<file path="src/rtl/ysyx_23060136_wbu_trap_seq.sv">
// Write-back trap sequencer: turns retiring ecall/ebreak/mret/csr-write events into
// dual-channel CSR writes and a fetch redirect. Option macro: YSYX_23060136_EBREAK_TRAP_EN.
module ysyx_23060136_wbu_trap_seq #(
   parameter int unsigned           BITS_W      = 64,
   parameter int unsigned           CSR_W       = 3,
   parameter logic [CSR_W-1:0]      IDX_MSTATUS = 'd0,
   parameter logic [CSR_W-1:0]      IDX_MTVEC   = 'd1,
   parameter logic [CSR_W-1:0]      IDX_MEPC    = 'd2,
   parameter logic [CSR_W-1:0]      IDX_MCAUSE  = 'd3
) (
   input  logic              clk,
   input  logic              rst,
   input  logic              in_valid,
   output logic              in_ready,
   input  logic [BITS_W-1:0] in_pc,
   input  logic              in_is_ecall,
   input  logic              in_is_ebreak,
   input  logic              in_is_mret,
   input  logic              in_csr_wr,
   input  logic [CSR_W-1:0]  in_csr_idx,
   input  logic [BITS_W-1:0] in_csr_wdata,
   input  logic [BITS_W-1:0] in_mstatus,
   input  logic [BITS_W-1:0] in_mtvec,
   input  logic [BITS_W-1:0] in_mepc,
   output logic              CSRWr_1,
   output logic [CSR_W-1:0]  WBU_csr_rd_1,
   output logic [BITS_W-1:0] csr_busW_1,
   output logic              CSRWr_2,
   output logic [CSR_W-1:0]  WBU_csr_rd_2,
   output logic [BITS_W-1:0] csr_busW_2,
   output logic              redirect_valid,
   output logic [BITS_W-1:0] redirect_pc,
   output logic              halt
);

   typedef enum logic [1:0] {
      S_IDLE,
      S_TRAP_W1,
      S_TRAP_W2
   } state_e;

   localparam logic [BITS_W-1:0] CAUSE_ECALL  = {{(BITS_W-4){1'b0}}, 4'd11};
   localparam logic [BITS_W-1:0] CAUSE_EBREAK = {{(BITS_W-4){1'b0}}, 4'd3};
   localparam logic [BITS_W-1:0] ALIGN_MASK   = ~{{(BITS_W-2){1'b0}}, 2'b11};

   state_e              state_q, state_d;
   logic [BITS_W-1:0]   mstatus_q, mstatus_d;
   logic [BITS_W-1:0]   mtvec_q, mtvec_d;

   logic                wr1_q, wr1_d;
   logic [CSR_W-1:0]    rd1_q, rd1_d;
   logic [BITS_W-1:0]   bus1_q, bus1_d;
   logic                wr2_q, wr2_d;
   logic [CSR_W-1:0]    rd2_q, rd2_d;
   logic [BITS_W-1:0]   bus2_q, bus2_d;
   logic                rv_q, rv_d;
   logic [BITS_W-1:0]   rpc_q, rpc_d;

   logic                accept;
   logic                take_trap;
   logic                do_mret;
   logic                do_csr;
   logic [BITS_W-1:0]   trap_cause;
   logic                halted;

   // mret: MIE <- MPIE, MPIE <- 1, MPP <- M
   function automatic logic [BITS_W-1:0] mret_mstatus(input logic [BITS_W-1:0] ms);
      logic [BITS_W-1:0] r;
      r        = ms;
      r[3]     = ms[7];
      r[7]     = 1'b1;
      r[12:11] = 2'b11;
      return r;
   endfunction

   // trap entry: MPIE <- MIE, MIE <- 0, MPP <- M
   function automatic logic [BITS_W-1:0] trap_mstatus(input logic [BITS_W-1:0] ms);
      logic [BITS_W-1:0] r;
      r        = ms;
      r[7]     = ms[3];
      r[3]     = 1'b0;
      r[12:11] = 2'b11;
      return r;
   endfunction

`ifdef YSYX_23060136_EBREAK_TRAP_EN
   assign halted     = 1'b0;
   assign halt       = 1'b0;
   assign take_trap  = accept & (in_is_ebreak | in_is_ecall);
   assign trap_cause = in_is_ebreak ? CAUSE_EBREAK : CAUSE_ECALL;
`else
   logic halt_q, halt_d;

   // ebreak ends simulation; the sequencer then refuses all work until reset
   assign halt_d     = halt_q | (accept & in_is_ebreak);
   assign halted     = halt_q;
   assign halt       = halt_q;
   assign take_trap  = accept & ~in_is_ebreak & in_is_ecall;
   assign trap_cause = CAUSE_ECALL;

   always_ff @(posedge clk) begin
      if (rst) halt_q <= 1'b0;
      else     halt_q <= halt_d;
   end
`endif

   assign in_ready = ~rst & (state_q == S_IDLE) & ~halted;
   assign accept   = in_valid & in_ready;
   assign do_mret  = accept & ~in_is_ebreak & ~in_is_ecall & in_is_mret;
   assign do_csr   = accept & ~in_is_ebreak & ~in_is_ecall & ~in_is_mret & in_csr_wr;

   always_comb begin
      state_d   = state_q;
      mstatus_d = mstatus_q;
      mtvec_d   = mtvec_q;
      wr1_d     = 1'b0;
      rd1_d     = '0;
      bus1_d    = '0;
      wr2_d     = 1'b0;
      rd2_d     = '0;
      bus2_d    = '0;
      rv_d      = 1'b0;
      rpc_d     = '0;

      unique case (state_q)
         S_IDLE: begin
            if (take_trap) begin
               state_d   = S_TRAP_W1;
               mstatus_d = in_mstatus;
               mtvec_d   = in_mtvec;
               wr1_d     = 1'b1;
               rd1_d     = IDX_MEPC;
               bus1_d    = in_pc;
               wr2_d     = 1'b1;
               rd2_d     = IDX_MCAUSE;
               bus2_d    = trap_cause;
            end else if (do_mret) begin
               wr1_d  = 1'b1;
               rd1_d  = IDX_MSTATUS;
               bus1_d = mret_mstatus(in_mstatus);
               rv_d   = 1'b1;
               rpc_d  = in_mepc;
            end else if (do_csr) begin
               wr1_d  = 1'b1;
               rd1_d  = in_csr_idx;
               bus1_d = in_csr_wdata;
            end
         end
         // outputs computed here appear while the FSM sits in TRAP_W2
         S_TRAP_W1: begin
            state_d = S_TRAP_W2;
            wr1_d   = 1'b1;
            rd1_d   = IDX_MSTATUS;
            bus1_d  = trap_mstatus(mstatus_q);
            rv_d    = 1'b1;
            rpc_d   = mtvec_q & ALIGN_MASK;
         end
         S_TRAP_W2: state_d = S_IDLE;
         default:   state_d = S_IDLE;
      endcase
   end

   always_ff @(posedge clk) begin
      if (rst) begin
         state_q   <= S_IDLE;
         mstatus_q <= '0;
         mtvec_q   <= '0;
         wr1_q     <= 1'b0;
         rd1_q     <= '0;
         bus1_q    <= '0;
         wr2_q     <= 1'b0;
         rd2_q     <= '0;
         bus2_q    <= '0;
         rv_q      <= 1'b0;
         rpc_q     <= '0;
      end else begin
         state_q   <= state_d;
         mstatus_q <= mstatus_d;
         mtvec_q   <= mtvec_d;
         wr1_q     <= wr1_d;
         rd1_q     <= rd1_d;
         bus1_q    <= bus1_d;
         wr2_q     <= wr2_d;
         rd2_q     <= rd2_d;
         bus2_q    <= bus2_d;
         rv_q      <= rv_d;
         rpc_q     <= rpc_d;
      end
   end

   assign CSRWr_1        = wr1_q;
   assign WBU_csr_rd_1   = rd1_q;
   assign csr_busW_1     = bus1_q;
   assign CSRWr_2        = wr2_q;
   assign WBU_csr_rd_2   = rd2_q;
   assign csr_busW_2     = bus2_q;
   assign redirect_valid = rv_q;
   assign redirect_pc    = rpc_q;

endmodule

</file>
<file path="config.mk">
export PLATFORM = sky130hd
export DESIGN_NAME = ysyx_23060136_wbu_trap_seq
export DESIGN_NICKNAME = d
export VERILOG_FILES = /design/src/rtl/ysyx_23060136_wbu_trap_seq.sv
export SDC_FILE = /design/constraint.sdc
export NUM_CORES = 1
export LEC_CHECK = 0
export ABC_CLOCK_PERIOD_IN_PS = 5190
export CORE_AREA = 2 2 207 209
export CTS_BUF_LIST = sky130_fd_sc_hd__clkbuf_16
export DETAILED_ROUTE_END_ITERATION = 12
export DIE_AREA = 0 0 209 211
export DONT_BUFFER_PORTS = 1
export PLACE_DENSITY_LB_ADDON = 0.2
export SKIP_CTS_REPAIR_TIMING = 1
export SYNTH_ARGS = -nofsm -noshare
export SYNTH_HDL_FRONTEND = slang
export SYNTH_SLANG_ARGS = --single-unit
</file>
<file path="constraint.sdc">
create_clock -name clk -period 5.19 [get_ports clk]
set_clock_uncertainty 0.05 [all_clocks]
set_input_delay 1.038 -clock clk [delete_from_list [all_inputs] [get_ports clk]]
set_output_delay 1.038 -clock clk [all_outputs]
set_load 0.05 [all_outputs]
</file>
== Word level (Yosys, flattened, before mapping) ==
Cells that the tools add are included.

* Eq/ne operators: 2
* Muxes and demuxes: 22
* Bitwise gates (word level): 18
* Reductions and logical operators: 4

{| class="wikitable"
|+ Operators by type and width
! kind !! number
|-
| $mux 64 || 5
|-
| $pmux 64 s2 || 2
|-
| $and 1x1->1 || 10
|-
| $mux 2 || 5
|-
| $not 1->1 || 7
|-
| $mux 1 || 6
|-
| $reduce_or 5->1 || 1
|-
| $mux 4 || 1
|-
| $pmux 1 s2 || 2
|-
| $pmux 2 s2 || 1
|-
| $eq 2x1->1 const B || 1
|-
| $logic_not 2->1 || 1
|-
| $ne 2x2->1 const B || 1
|-
| $reduce_and 2->1 || 1
|-
| $reduce_or 2->1 || 1
|-
| $or 1x1->1 || 1
|}

* Register bits after elaboration: 332
* Bits of input ports: 330
* Output and inout port bits: 203
* Logic and storage cells: 59

== Logic depth before layout (Yosys ltp) ==
* Word-level depth: 12
* Depth in mapped cells: 7
* Gate-level depth less buffers: 3

== Least setup slack after synthesis ==
Ideal clock, no wire load.

* Path kind: in2out
* Start: in rst
* End: out in_ready
* Arrival: 2.920 ns
* Data required time: 4.102 ns
* Path slack: 1.182 ns
* Stages on the path: 3
* Buffers on the path: 2
* Cells stage by stage: clkbuf_1 -> clkbuf_1 -> nor4_1

* Longest elaborated chain between the ends: 3

{| class="wikitable"
|+ RTL lines
! what !! RTL line !! source
|-
| start: declaration || 12 || <nowiki>input logic rst,</nowiki>
|-
| $not 1->1 || 107 || <nowiki>assign in_ready = ~rst & (state_q == S_IDLE) & ~halted;</nowiki>
|-
| $and 1x1->1 (2 in a row) || 107 ||
|-
| end: declaration || 14 || <nowiki>output logic in_ready,</nowiki>
|}

Every way passes these cells.

== Worst setup path in the final report ==
* Start: in rst
* End: reg bus1_q[6], in the netlist csr_busW_1[6]

* Longest elaborated chain between the ends: 12
* Elaborated cells on any way between the ends: 14
* Those cells by class: mux (4); bitwise (10)

{| class="wikitable"
|+ RTL lines
! what !! RTL line !! source
|-
| $not 1->1 || 107 ||
|-
| $and 1x1->1 (2 in a row) || 107 ||
|-
| $and 1x1->1 || 108 || <nowiki>assign accept = in_valid & in_ready;</nowiki>
|-
| $and 1x1->1 || 98, 109, 110 ||
|-
| $and 1x1->1 || 109, 110 ||
|-
| $and 1x1->1 (2 in a row) || 110 || <nowiki>assign do_csr = accept & ~in_is_ebreak & ~in_is_ecall & ~in_is_mret & in_csr_wr;</nowiki>
|-
| $mux 64 || 143 || <nowiki>end else if (do_csr) begin</nowiki>
|-
| $mux 64 || 137 || <nowiki>end else if (do_mret) begin</nowiki>
|-
| $mux 64 || 127 || <nowiki>if (take_trap) begin</nowiki>
|-
| $pmux 64 s2 || 125 || <nowiki>unique case (state_q)</nowiki>
|-
| end signal: assignment || 182 || <nowiki>bus1_q <= bus1_d;</nowiki>
|-
| end: declaration || 52 || <nowiki>logic [BITS_W-1:0] bus1_q, bus1_d;</nowiki>
|}

Parallel ways exist; a longest one is shown, timed or not.
A chain may end at the register's enable or synchronous reset.

==> flow_summary.toml <==
[run_status]
outcome = "completed"

[finish]
final_cells = 1643
fillers = 4483
final_util_pct = 27.3
drive_gt1_share_pct = 5.62
nets = 1411
layout-area-overhead-vs-synth_pct = 9.45
mostFrequentLayoutCells = "dfxtp_1 (259), o21ai_0 (126), a21oi_1 (126)"
final_common_cell = "dfxtp_1"

[place]
dp.cells = 1587
gp_congestion = 0.738
portBuffers = 0
dp_hpwl_um = 24100

[global_route]
grt_pass1_wl_um = 54300
overflow = 0
antenna_found_initial = 2
first_global_vias = 8139
grt_start_max_net_pins = 137
grt_usage_pct = 16.0

[floorplan]
die_h_um = 211
dieArea_mm2 = 0.0441
io_pins = 533
start_util_pct = 25.0
rows = 75
die_x_um = 209
core-area_mm2 = 0.0418

[sta]
final_max_slew_viol_count = 0
max-slew-margin-rel_pct = 33.5
period_needed_ps = 2950
fin_crit_sh_pct = 56.8
hold_viol = 0
worst_slew_pin_slew_ps = 998
setup_total_negative_slack_ps = 0
fmax_ghz = 0.339
rsz0062_at_grt = "no"
setup_violations = 0

[synthesis]
synth-seq-area-share_pct = 49.9
synthDistinctLibCells = 31
syn_area_mm2 = 0.0104
synth_top_area_share_pct = 49.9
synthCells = 1164
avgSynthCellArea_um2 = 8.96
synth_area_leaders = "dfxtp_1 (50%), a21oi_1 (6.0%), o21ai_0 (6.0%)"
synth_top_area_cell = "dfxtp_1"
yosys_warnings = 0
synth_seq_cells = 260

[route]
drc = 0
wl_per_cell_um = 22.7
first_iter_violations = 488
drt_first_pass_iters = 4
vias = 8504
ant_nets = 0
viasPerCell = 5.18
routed_wl_um = 37300

[critical_path]
crit_fanout = 130
crit_path_end_kind = "register"
crit_arrival_ps = 3290
cp-start-kind = "input pin"
required_ps = 5540
path_class = "in -> reg"

[clock_network]
htree_levels = 1
cts_buffer_depth = 3
clockRootBuffer = "clkbuf_16"
cts.sinks = 260
cts_tree = "done"
clkTransAtPathRegs_ps = 60
cts_buffers = 31
worstSkewPairLatency_ps = 560

[power]
seq_power_share_pct = 48.5
power_density_mw_per_mm2 = 387
peakVddDrop_v = 0.000193
p_leak_nw = 3.86
p_clk_share_pct = 44.5
combinationalPowerShare_pct = 7.0
switchingPower_mw = 1.19
p_sw_share_pct = 26.9
p_int_mw = 3.23

[run]
maxCapViolations = 0

[worst_hold_path]
hold_class = "reg -> reg"
-- worst max-delay path, cell delays in order --
cell	delay, ps
nor4_4	350
buf_4	640
nand2_2	60
buf_4	390
o31ai_1	610
-- through the flow --
step	area (um^2)	hold slack [ps]	power (mW)	setup slack [ps]
3_5_place_dp	10500	386	2.50	1840
6_report	11400	397	4.41	2240
3_3_place_gp	10500	374	2.50	1860
2_1_floorplan	10700	369	2.50	1180
5_1_grt	11400	416	4.59	2140
4_1_cts	11400	398	4.49	2260
-- layer usage --
| metal | vias to the layer above | share of wire (%) | track usage [%] |
|---|---|---|---|
| li1 | 3949 | - | - |
| met5 | - | 0.043 | 0 |
| met3 | 51 | 8.2 | 4.76 |
| met1 | 4102 | 41 | 19.7 |
| met4 | 2 | 2.1 | 4.68 |
| met2 | 400 | 49 | 26.9 |
-- Yosys cell counts, drive strengths merged --
cell type  count
a2111oi        1
a211oi         1
a21o           2
a21oi        126
a221oi        61
a22o          63
a31oi          1
and2           3
and3b          1
and4b          3
buf           86
clkbuf       105
conb           1
dfxtp        260
inv            2
nand2         63
nand3        123
nand3b         1
nor2           4
nor2b         63
nor3           1
nor3b          1
nor4           2
o21ai        126
o21bai         1
o31ai         61
or2            1
or4            1
-- kinds of logic after synthesis --
logic type      Yosys count  synth area share (%)
compound gates          443                  27.3
buf+inv                 193                  9.48
flops                   260                  49.9
other cells               1                0.0360
simple gates            267                  13.2
-- sequential cells by signal, summed over array words and instances, names as in the netlist --
| name | count |
|---|---|
| CSRWr_1 | 1 |
| WBU_csr_rd_1 | 3 |
| WBU_csr_rd_2 | 1 |
| csr_busW_1 | 64 |
| halt | 1 |
| mstatus_q | 61 |
| mtvec_q | 62 |
| redirect_pc | 64 |
| redirect_valid | 1 |
| state_q | 2 |
-- worst paths after layout --
path | endpoint | depth (start not counted) | startpoint | slack (ps)
min | csr_busW_1[56]$_SDFF_PP0_ | 2 | mstatus_q[56]$_SDFFE_PP0P_ | 400
min reg2reg | csr_busW_1[56]$_SDFF_PP0_ | 2 | mstatus_q[56]$_SDFFE_PP0P_ | 400
max reg2reg | csr_busW_1[6]$_SDFF_PP0_ | 5 | halt$_SDFF_PP0_ | 2350
max | csr_busW_1[6]$_SDFF_PP0_ | 5 | rst | 2240
-- cell type report --
type,instances,area [um^2],share of cell area [%]
Tap cell,539,674,5.91
Inverter,2,7.51,0.0658
Timing Repair Buffer,14,121,1.06
Sequential cell,260,5210,45.6
Multi-Input combinational cell,772,4490,39.4
Clock buffer,31,776,6.80
Clock inverter,24,130,1.14
Antenna cell,1,2.50,0.0219
-- power by group through the flow --
stage | Sequential (mW) | Clock (mW) | Combinational [mW]
global route | 2.14 | 2.11 | 0.337
finish | 2.14 | 1.96 | 0.309
detailed placement | 2.18 | 0 | 0.315
global placement | 2.18 | 0 | 0.313
floorplan | 2.17 | 0 | 0.325
CTS | 2.14 | 2.04 | 0.315
Power figures use the tool's default switching activity.
